<file path="src/rtl/spi_mailbox_pkg.sv">
// Shared constants, command field positions and FSM encoding for the SPI mailbox slave.
package spi_mailbox_pkg;

  localparam int unsigned NUM_REGS   = 8;
  localparam int unsigned IDX_W      = 3;
  localparam int unsigned FLAT_W     = NUM_REGS * 8;
  localparam logic [7:0]  SYNC_MARK  = 8'hA5;

  localparam int unsigned CMD_W_BIT  = 7;
  localparam int unsigned CMD_IDX_HI = 2;
  localparam int unsigned CMD_IDX_LO = 0;

  typedef enum logic [1:0] {
    ST_IDLE = 2'd0,
    ST_CMD  = 2'd1,
    ST_DATA = 2'd2
  } state_e;

  function automatic logic [7:0] flat_byte(input logic [FLAT_W-1:0] flat,
                                           input logic [IDX_W-1:0]  idx);
    return flat[{idx, 3'b000} +: 8];
  endfunction

endpackage

</file>
<file path="src/rtl/spi_mailbox_slave_if.sv">
// SPI pins plus the Z80 mailbox buses; slave modport is the FPGA side, master the driving side.
interface spi_mailbox_slave_if;
  import spi_mailbox_pkg::*;

  logic              spi_sck;
  logic              spi_cs_n;
  logic              spi_mosi;
  logic              spi_miso;
  logic [FLAT_W-1:0] z80_to_spi_flat;
  logic [FLAT_W-1:0] spi_to_z80_flat;
  logic [NUM_REGS-1:0] spi_wr_stb;

  modport slave (
    input  spi_sck, spi_cs_n, spi_mosi, z80_to_spi_flat,
    output spi_miso, spi_to_z80_flat, spi_wr_stb
  );

  modport master (
    output spi_sck, spi_cs_n, spi_mosi, z80_to_spi_flat,
    input  spi_miso, spi_to_z80_flat, spi_wr_stb
  );

endinterface

</file>
<file path="src/rtl/spi_mailbox_slave_sync_edge.sv">
// 2-FF synchronizer with one-cycle rise/fall pulses; pulses appear 2 clk after the pin edge.
module sync_edge #(
  parameter logic RST_VAL = 1'b0
) (
  input  logic clk,
  input  logic rst,
  input  logic d_i,
  output logic rise_o,
  output logic fall_o
);

  logic [2:0] sync_q;

  always_ff @(posedge clk or posedge rst) begin
    if (rst) begin
      sync_q <= {3{RST_VAL}};
    end else begin
      sync_q <= {sync_q[1:0], d_i};
    end
  end

  // sync_q[1] is the synchronized level, sync_q[2] its previous value
  assign rise_o =  sync_q[1] & ~sync_q[2];
  assign fall_o = ~sync_q[1] &  sync_q[2];

endmodule

</file>
<file path="src/rtl/spi_mailbox_slave.sv">
// SPI mode-0 slave bridging a byte-wide command/data protocol onto eight Z80 mailbox registers.
// Pin-to-action latency is 3 clk; SPI has no flow control, so clk must run at least 8x SCK.
module spi_mailbox_slave
  import spi_mailbox_pkg::*;
(
  input  logic              clk,
  input  logic              rst,
  spi_mailbox_slave_if.slave bus
);

  logic sck_rise, sck_fall, cs_rise, cs_fall;
  logic [1:0] mosi_q;

  sync_edge #(.RST_VAL(1'b0)) u_sck_sync (
    .clk(clk), .rst(rst), .d_i(bus.spi_sck), .rise_o(sck_rise), .fall_o(sck_fall)
  );

  sync_edge #(.RST_VAL(1'b1)) u_cs_sync (
    .clk(clk), .rst(rst), .d_i(bus.spi_cs_n), .rise_o(cs_rise), .fall_o(cs_fall)
  );

  always_ff @(posedge clk or posedge rst) begin
    if (rst) begin
      mosi_q <= 2'b00;
    end else begin
      mosi_q <= {mosi_q[0], bus.spi_mosi};
    end
  end

  state_e              state_q;
  logic [2:0]          bit_cnt_q;
  logic [7:0]          rx_q;
  logic [7:0]          tx_q;
  logic [IDX_W-1:0]    idx_q;
  logic                wr_q;
  logic [FLAT_W-1:0]   regs_q;
  logic [NUM_REGS-1:0] stb_q;

  logic [7:0]       rx_d;
  logic [IDX_W-1:0] cmd_idx_d;
  logic [IDX_W-1:0] idx_d;

  assign rx_d      = {rx_q[6:0], mosi_q[1]};
  assign cmd_idx_d = rx_d[CMD_IDX_HI:CMD_IDX_LO];
  assign idx_d     = idx_q + 3'd1;

  always_ff @(posedge clk or posedge rst) begin
    if (rst) begin
      state_q   <= ST_IDLE;
      bit_cnt_q <= 3'd0;
      rx_q      <= 8'h00;
      tx_q      <= 8'h00;
      idx_q     <= '0;
      wr_q      <= 1'b0;
      regs_q    <= '0;
      stb_q     <= '0;
    end else begin
      stb_q <= '0;
      if (cs_fall) begin
        state_q   <= ST_CMD;
        bit_cnt_q <= 3'd0;
        tx_q      <= SYNC_MARK;
      end else if (state_q != ST_IDLE) begin
        if (sck_rise) begin
          rx_q      <= rx_d;
          bit_cnt_q <= bit_cnt_q + 3'd1;
          if (bit_cnt_q == 3'd7) begin
            if (state_q == ST_CMD) begin
              wr_q    <= rx_d[CMD_W_BIT];
              idx_q   <= cmd_idx_d;
              tx_q    <= flat_byte(bus.z80_to_spi_flat, cmd_idx_d);
              state_q <= ST_DATA;
            end else begin
              if (wr_q) begin
                regs_q[{idx_q, 3'b000} +: 8] <= rx_d;
                stb_q[idx_q]                 <= 1'b1;
              end
              idx_q <= idx_d;
              tx_q  <= flat_byte(bus.z80_to_spi_flat, idx_d);
            end
          end
        // The falling edge right after a byte's last rise must not shift out the freshly loaded MSB
        end else if (sck_fall && bit_cnt_q != 3'd0) begin
          tx_q <= {tx_q[6:0], 1'b0};
        end
        // A completing byte in this same cycle still commits above before we drop to IDLE
        if (cs_rise) begin
          state_q   <= ST_IDLE;
          bit_cnt_q <= 3'd0;
          tx_q      <= 8'h00;
        end
      end
    end
  end

  assign bus.spi_miso        = (state_q != ST_IDLE) && tx_q[7];
  assign bus.spi_to_z80_flat = regs_q;
  assign bus.spi_wr_stb      = stb_q;

endmodule

</file>
<file path="src/flat_wrapper.sv">
// flat-port wrapper written by rule: the top's interface ports become plain ports
module spi_mailbox_slave_flat import spi_mailbox_pkg::*;
  (clk, rst, bus_spi_sck, bus_spi_cs_n, bus_spi_mosi, bus_z80_to_spi_flat, bus_spi_miso, bus_spi_to_z80_flat, bus_spi_wr_stb);
  spi_mailbox_slave_if bus_i ();
  input  logic clk;
  input  logic rst;
  input wire logic [$bits(bus_i.spi_sck)-1:0] bus_spi_sck;
  input wire logic [$bits(bus_i.spi_cs_n)-1:0] bus_spi_cs_n;
  input wire logic [$bits(bus_i.spi_mosi)-1:0] bus_spi_mosi;
  input wire logic [$bits(bus_i.z80_to_spi_flat)-1:0] bus_z80_to_spi_flat;
  output wire logic [$bits(bus_i.spi_miso)-1:0] bus_spi_miso;
  output wire logic [$bits(bus_i.spi_to_z80_flat)-1:0] bus_spi_to_z80_flat;
  output wire logic [$bits(bus_i.spi_wr_stb)-1:0] bus_spi_wr_stb;
  assign bus_i.spi_sck = bus_spi_sck;
  assign bus_i.spi_cs_n = bus_spi_cs_n;
  assign bus_i.spi_mosi = bus_spi_mosi;
  assign bus_i.z80_to_spi_flat = bus_z80_to_spi_flat;
  assign bus_spi_miso = bus_i.spi_miso;
  assign bus_spi_to_z80_flat = bus_i.spi_to_z80_flat;
  assign bus_spi_wr_stb = bus_i.spi_wr_stb;
  spi_mailbox_slave u_core (.clk(clk), .rst(rst), .bus(bus_i));
endmodule
</file>
<file path="config.mk">
export PLATFORM = sky130hd
export DESIGN_NAME = spi_mailbox_slave_flat
export DESIGN_NICKNAME = d
export VERILOG_FILES = /design/src/rtl/spi_mailbox_pkg.sv /design/src/rtl/spi_mailbox_slave_if.sv /design/src/rtl/spi_mailbox_slave_sync_edge.sv /design/src/rtl/spi_mailbox_slave.sv /design/src/flat_wrapper.sv
export SDC_FILE = /design/constraint.sdc
export NUM_CORES = 1
export LEC_CHECK = 0
export ABC_AREA = 1
export ABC_CLOCK_PERIOD_IN_PS = 9900
export CAP_MARGIN = 20
export CORE_ASPECT_RATIO = 0.6
export CORE_MARGIN = 2
export CORE_UTILIZATION = 53
export DETAILED_ROUTE_END_ITERATION = 10
export GPL_ROUTABILITY_DRIVEN = 0
export GPL_TIMING_DRIVEN = 0
export PLACE_DENSITY_LB_ADDON = 0.25
export SLEW_MARGIN = 15
export SYNTH_ARGS = -nofsm -noshare
export SYNTH_HDL_FRONTEND = slang
export SYNTH_SLANG_ARGS = --single-unit
</file>
<file path="constraint.sdc">
create_clock -name clk -period 9.9 [get_ports clk]
set_input_delay 1.485 -clock clk [delete_from_list [all_inputs] [get_ports clk]]
set_output_delay 1.485 -clock clk [all_outputs]
set_load 0.01 [all_outputs]
</file>
==> results of run 1 <==
==> power by group through the flow <==
stage / Sequential, mW / Clock [mW] / Combinational [mW]
4_1_cts: 0.499 / 0.337 / 0.413
3_5_place_dp: 0.506 / 0 / 0.411
6_report: 0.500 / 0.335 / 0.426
3_3_place_gp: 0.504 / 0 / 0.393
2_1_floorplan: 0.495 / 0 / 0.276
5_1_grt: 0.504 / 0.356 / 0.469
==> critical path: stages, from the launching register on <==
cell and delay [ns]:
dfrtp_1 0.45, inv_2 0.07, nand2_4 0.08, inv_1 0.06, nor2_1 0.08, clkdlybuf4s50_1 0.54
==> sequential cells by signal (all words and copies together), names as in the netlist <==
| register | count |
|---|---|
| u_core.state_q | 2 |
| u_core.idx_q | 3 |
| u_core.mosi_q | 2 |
| u_core.bus.spi_wr_stb | 8 |
| u_core.bit_cnt_q | 3 |
| u_core.bus.spi_to_z80_flat | 64 |
| u_core.tx_q | 8 |
| u_core.rx_q | 7 |
| u_core.wr_q | 1 |
| u_core.u_cs_sync.sync_q | 3 |
| u_core.u_sck_sync.sync_q | 3 |
==> final cells by class <==
cell class,count,area share (%)
Tap cell,135,2.352
Clock inverter,7,0.7667
Multi-Input combinational cell,422,30.21
Buffer,19,1.533
Clock buffer,9,3.136
Sequential cell,104,36.30
Inverter,107,5.663
Timing Repair Buffer,142,20.04
==> cell usage in the layout, fill, tap and decap left out, drive strengths merged <==
cell / n
clkinv: 5
nor4: 2
nand3: 84
o31ai: 5
clkdlybuf4s50: 141
nor3: 4
dfstp: 3
xor2: 1
a21oi: 15
clkinvlp: 1
nor2: 35
inv: 108
o21ai: 73
o21a: 4
nand4: 5
dfrtp: 101
nand2: 184
ha: 9
o211ai: 1
buf: 15
clkbuf: 14
==> metal layers <==
metal  share of wire, %  vias to the layer above
li1                   -                     2378
met1                 45                     2369
met3                 11                       37
met2                 42                      283
met5                  0                        -
met4                1.7                        0
==> cell families after synthesis <==
kind of cell / share of synthesized area (%)
simple gates: 26.64
buf+inv: 9.678
flops: 49.29
compound gates: 12.09
fa+ha+maj: 2.130
xor+xnor: 0.1657
==> metrics by stage <==
step	hold slack (ns)	setup WS [ns]
after floorplan	0.3312	5.688
after global placement	0.3337	4.401
after detailed placement	0.3347	7.169
after CTS	0.3516	6.792
after global routing	0.3657	6.699
final	0.3517	6.801
==> final timing paths <==
path                                              from                        endpoint  slack (ns)
setup / recovery                     u_core.state_q[0]                    bus_spi_miso        6.80
hold / removal             u_core.u_sck_sync.sync_q[0]     u_core.u_sck_sync.sync_q[1]        0.35
setup reg to reg                       u_core.idx_q[1]  u_core.bus.spi_to_z80_flat[36]        7.29
hold reg to reg            u_core.u_sck_sync.sync_q[0]     u_core.u_sck_sync.sync_q[1]        0.35
max in group asynchronous                          rst        u_core.bus.spi_wr_stb[4]        7.79
min in group asynchronous                          rst     u_core.u_sck_sync.sync_q[0]        1.42
==> impl_metrics.json, run 1 <==
{
  "multi_input_comb_area_um2": 2170,
  "cts.reportedPaths.clkPinSlew_ns": 0.07,
  "globalRouteOverflowTotal": 0,
  "die_x_um": 132.9,
  "crit_required_ns": 8.42,
  "unrepaired_setup_endpoints_after_global_routing": "false",
  "dominantRegCellSynth": "dfrtp_1",
  "grt_pass1_vias": 4612,
  "post_synthesis_sequential_area_ratio_pct": 49.29,
  "fillers": 703,
  "cellInternalPower_mw": 0.7702,
  "fmax_ghz": 0.3227,
  "cells_after_synthesis": 652,
  "period_share_pct": 31.31,
  "ys_warn_count": 0,
  "postCtsSetupBuffers": 0,
  "buffer_ports.inserted": 141,
  "post-synth-top-count-cell": "nand2_1",
  "power.combinational.fraction_pct": 33.8,
  "num_io_pins": 142,
  "first_pass_grt_wire_length_um": 23520,
  "final-hold-violation-count": 0,
  "finish.net_count": 883,
  "ff_latch_area_um2": 2606,
  "htree_num_levels": 3,
  "mappedNetlistArea_um2": 5288,
  "clock_tree.root_cell": "clkbuf_16",
  "worst_hold_depth": 0,
  "rows": 28,
  "timing_max_transition_violations_final": 0,
  "global_route.usage.total_pct": 28.22,
  "met3_grt_util_pct": 8.115,
  "hp-class": "register to register",
  "synth-async-reset-ratio_pct": 100.0,
  "clk_latency_ns": 0.34,
  "synthesis.area_per_instance_um2": 8.110,
  "worstPathArrival_ns": 1.61,
  "cts-resized-gates": 0,
  "total_switching_power_mw": 0.4908,
  "global_route_layer_with_the_greatest_usage": "met2",
  "antenna_violating_nets_post_route": 0,
  "detailed_place.area_um2": 6900,
  "total_clock_sinks": 104,
  "maxCapViolations": 0,
  "run_status": "completed",
  "finalSetupViolations": 0,
  "totalWireLength_um": 15180,
  "areaGrowthSynthToFinish_pct": 35.80,
  "fp.coreArea_um2": 9774,
  "layout.cell_area.non_filler_um2": 7181,
  "yosysTopAreaCell": "dfrtp_1",
  "syn_nets": 730,
  "die-height_um": 81.37,
  "maxSlewHeadroom_pct": 54.56,
  "post-layout-total-power_mw": 1.261,
  "timing.critical_path.from_type": "register",
  "actual_slew_at_the_worst_max_slew_pin_ns": 0.6790,
  "final_hpwl_from_detailed_placement_um": 11560,
  "met1_usage_pct": 40.84,
  "final.min_clock_period_ns": 3.099,
  "clockPowerShare_pct": 26.6,
  "numCtsBuffers": 9,
  "synth_edf_count": 0,
  "type_of_the_worst_setup_path": "register to output pin",
  "ctsLongestPathBuffers": 2,
  "grt_use_met2_pct": 42.18,
  "drt-initial-drc-count": 559,
  "irDropWorstVdd_mv": 0.1166,
  "share_seq_of_total_power_pct": 39.6,
  "cts.hold.buffers_added": 0,
  "worst_r2r_path_depth": 8,
  "netlist_top_cells_count": "173 x nand2_1, 101 x dfrtp_1, 99 x inv_1",
  "numPlacedInstances": 929,
  "final_layout_size_suffix_gt1_share_pct": 11.60,
  "netlist-cell-type-count": 32,
  "floorplan.die_area_um2": 10820,
  "synthTopCellsByArea": "dfrtp_1 48%, nand2_1 12%, nand3_1 7.8%",
  "yosys.area.top_type_share_pct": 47.80,
  "finish.utilization_pct": 73.46,
  "clock_tree_from_tritoncts": "built",
  "remaining_drc_errors": 0,
  "leakagePower_nw": 3.469,
  "power_density_nw_per_um2": 175.6,
  "antenna_found_initial": 0,
  "grt_start_max_net_pins": 91,
  "setup-tns-final_ns": 0,
  "final.setup_skew_ns": 0.007944,
  "dr_total_vias": 5067,
  "worstSetupEndpointType": "output pin",
  "final-instance-count-excl-fill": 945,
  "first_pass_iters": 6,
  "synth.ff_latch_count": 104,
  "avgRoutedWirePerCell_um": 16.06,
  "vias_per_cell": 5.362,
  "floorplan.initialDensity_pct": 54.10,
  "insertedDiodeCount": 0,
  "switching_share_pct": 38.92,
  "path_max_fanout": 5
}
(Power assumes the default switching activity.)
==> run 2, diff against run 1 <==
Settings changed: ABC_CLOCK_PERIOD_IN_PS 9900 to 2800, CORE_UTILIZATION 53 to 44.
Clock period 9.9 ns to 2.8 ns, I/O delays scaled along.
==> impl_metrics.json, run 2 (same netlist as run 1, synthesis figures left out) <==
{
  "run_status": "completed",
  "period_share_pct": 93.61,
  "actual_slew_at_the_worst_max_slew_pin_ns": 0.7620,
  "final_common_cell": "nand2_1",
  "maxCapViolations": 0,
  "buffer_ports.inserted": 141,
  "worst_hold_depth": 0,
  "die_x_um": 145.5,
  "globalRouteOverflowTotal": 0,
  "worstSetupEndpointType": "register",
  "type_of_the_worst_setup_path": "register to register",
  "rows": 30,
  "antenna_violating_nets_post_route": 0,
  "final-hold-violation-count": 0,
  "timing_max_transition_violations_final": 0,
  "clockPowerShare_pct": 27.2,
  "total_clock_sinks": 104,
  "cts.hold.buffers_added": 0,
  "fp.coreArea_um2": 11520,
  "antenna_found_initial": 0,
  "switching_share_pct": 38.80,
  "cellInternalPower_mw": 2.754,
  "timing.critical_path.from_type": "register",
  "irDropWorstVdd_mv": 0.3784,
  "leakagePower_nw": 3.470,
  "cts-resized-gates": 0,
  "areaGrowthSynthToFinish_pct": 36.82,
  "crit_required_ns": 3.05,
  "vias_per_cell": 5.109,
  "share_seq_of_total_power_pct": 39.1,
  "final.min_clock_period_ns": 2.621,
  "floorplan.initialDensity_pct": 45.88,
  "numCtsBuffers": 9,
  "worst_hold_slack_ns": 0.3506,
  "worstPathArrival_ns": 2.87,
  "drt-initial-drc-count": 474,
  "setup-tns-final_ns": 0,
  "global_route.usage.total_pct": 23.56,
  "unrepaired_setup_endpoints_after_global_routing": "false",
  "cts.reportedPaths.clkPinSlew_ns": 0.07,
  "power_density_nw_per_um2": 621.9,
  "finish.net_count": 884,
  "worst_r2r_path_depth": 8,
  "path_max_fanout": 10,
  "grt_pass1_vias": 4501,
  "htree_num_levels": 3,
  "hp-class": "register to register",
  "clock_tree_from_tritoncts": "built",
  "insertedDiodeCount": 0,
  "floorplan.die_area_um2": 12940,
  "dr_total_vias": 4961,
  "avgRoutedWirePerCell_um": 15.59,
  "worst-r2r-setup-slack_ns": 0.18,
  "total_switching_power_mw": 1.746,
  "largest_reg_flops": 64,
  "remaining_drc_errors": 0,
  "layout.cells.most_common_list": "173 x nand2_1, 141 x clkdlybuf4s50_1, 101 x dfrtp_1",
  "power.combinational.fraction_pct": 33.7,
  "first_pass_iters": 5,
  "finalSetupViolations": 0,
  "die-height_um": 88.92,
  "num_io_pins": 142,
  "grt_start_max_net_pins": 39,
  "ctsLongestPathBuffers": 2,
  "final.setup_skew_ns": 0.005481,
  "final_layout_size_suffix_gt1_share_pct": 11.71,
  "clock_tree.root_cell": "clkbuf_16",
  "fmax_ghz": 0.3815,
  "postCtsSetupBuffers": 0,
  "first_pass_grt_wire_length_um": 23670,
  "maxSlewHeadroom_pct": 49.09,
  "totalWireLength_um": 15130,
  "final_hpwl_from_detailed_placement_um": 11790,
  "clk_latency_ns": 0.35
}
[run 2: power by group through the flow]
stage               clock network, mW  logic (mW)  registers [mW]
CTS                              1.24        1.48            1.76
global placement                    0        1.41            1.78
finish                           1.22        1.52            1.76
floorplan                           0       0.977            1.75
global route                     1.31        1.66            1.78
detailed placement                  0        1.47            1.79
[run 2: area by class of cell]
class / count / area [µm²]
fillers: 988 / 4289
repair buffers: 143 / 1451
flip-flops and latches: 104 / 2606
multi-input cells: 422 / 2170
well taps: 160 / 200.2
plain buffers: 19 / 110.1
inverters: 107 / 405.4
clock inverters: 6 / 52.55
clock buffers: 10 / 239.0
[run 2: per-stage QoR]
stage,setup slack [ns],instances,power (mW),utilization (%),area [µm²]
2_1_floorplan,0.6633,652,2.729,-,5291
3_3_place_gp,0.1749,953,3.190,59.90,6903
3_5_place_dp,0.2642,955,3.257,60.25,6943
4_1_cts,0.1842,971,4.479,62.78,7234
5_1_grt,0.01446,971,4.745,62.78,7234
6_report,0.1790,971,4.499,62.78,7234
[run 2: final timing paths]
kind / start / to
max in group asynchronous: rst / u_core.bus.spi_wr_stb[2]
worst min-delay path: u_core.u_sck_sync.sync_q[0] / u_core.u_sck_sync.sync_q[1]
worst max-delay path: u_core.idx_q[1] / u_core.bus.spi_to_z80_flat[38]
min in group asynchronous: rst / u_core.bus.spi_to_z80_flat[9]
worst max register to register: u_core.idx_q[1] / u_core.bus.spi_to_z80_flat[38]
worst min register to register: u_core.u_sck_sync.sync_q[0] / u_core.u_sck_sync.sync_q[1]
[run 2: routing by layer]
metal	GRT usage, %	up-vias	part of all wire (%)
li1	-	2381	-
met1	36.37	2346	48
met2	33.56	220	42
met3	5.765	14	9.1
met4	4.991	0	0.86
met5	0	-	0
[run 2: critical path, cell delays in order (launching register included)]
cell,delay [ns]
dfrtp_1,0.43
inv_1,0.10
ha_1,0.22
ha_1,0.35
clkinv_1,0.26
nor2_2,0.40
nand4_2,0.27
clkbuf_1,0.26
o21ai_0,0.24
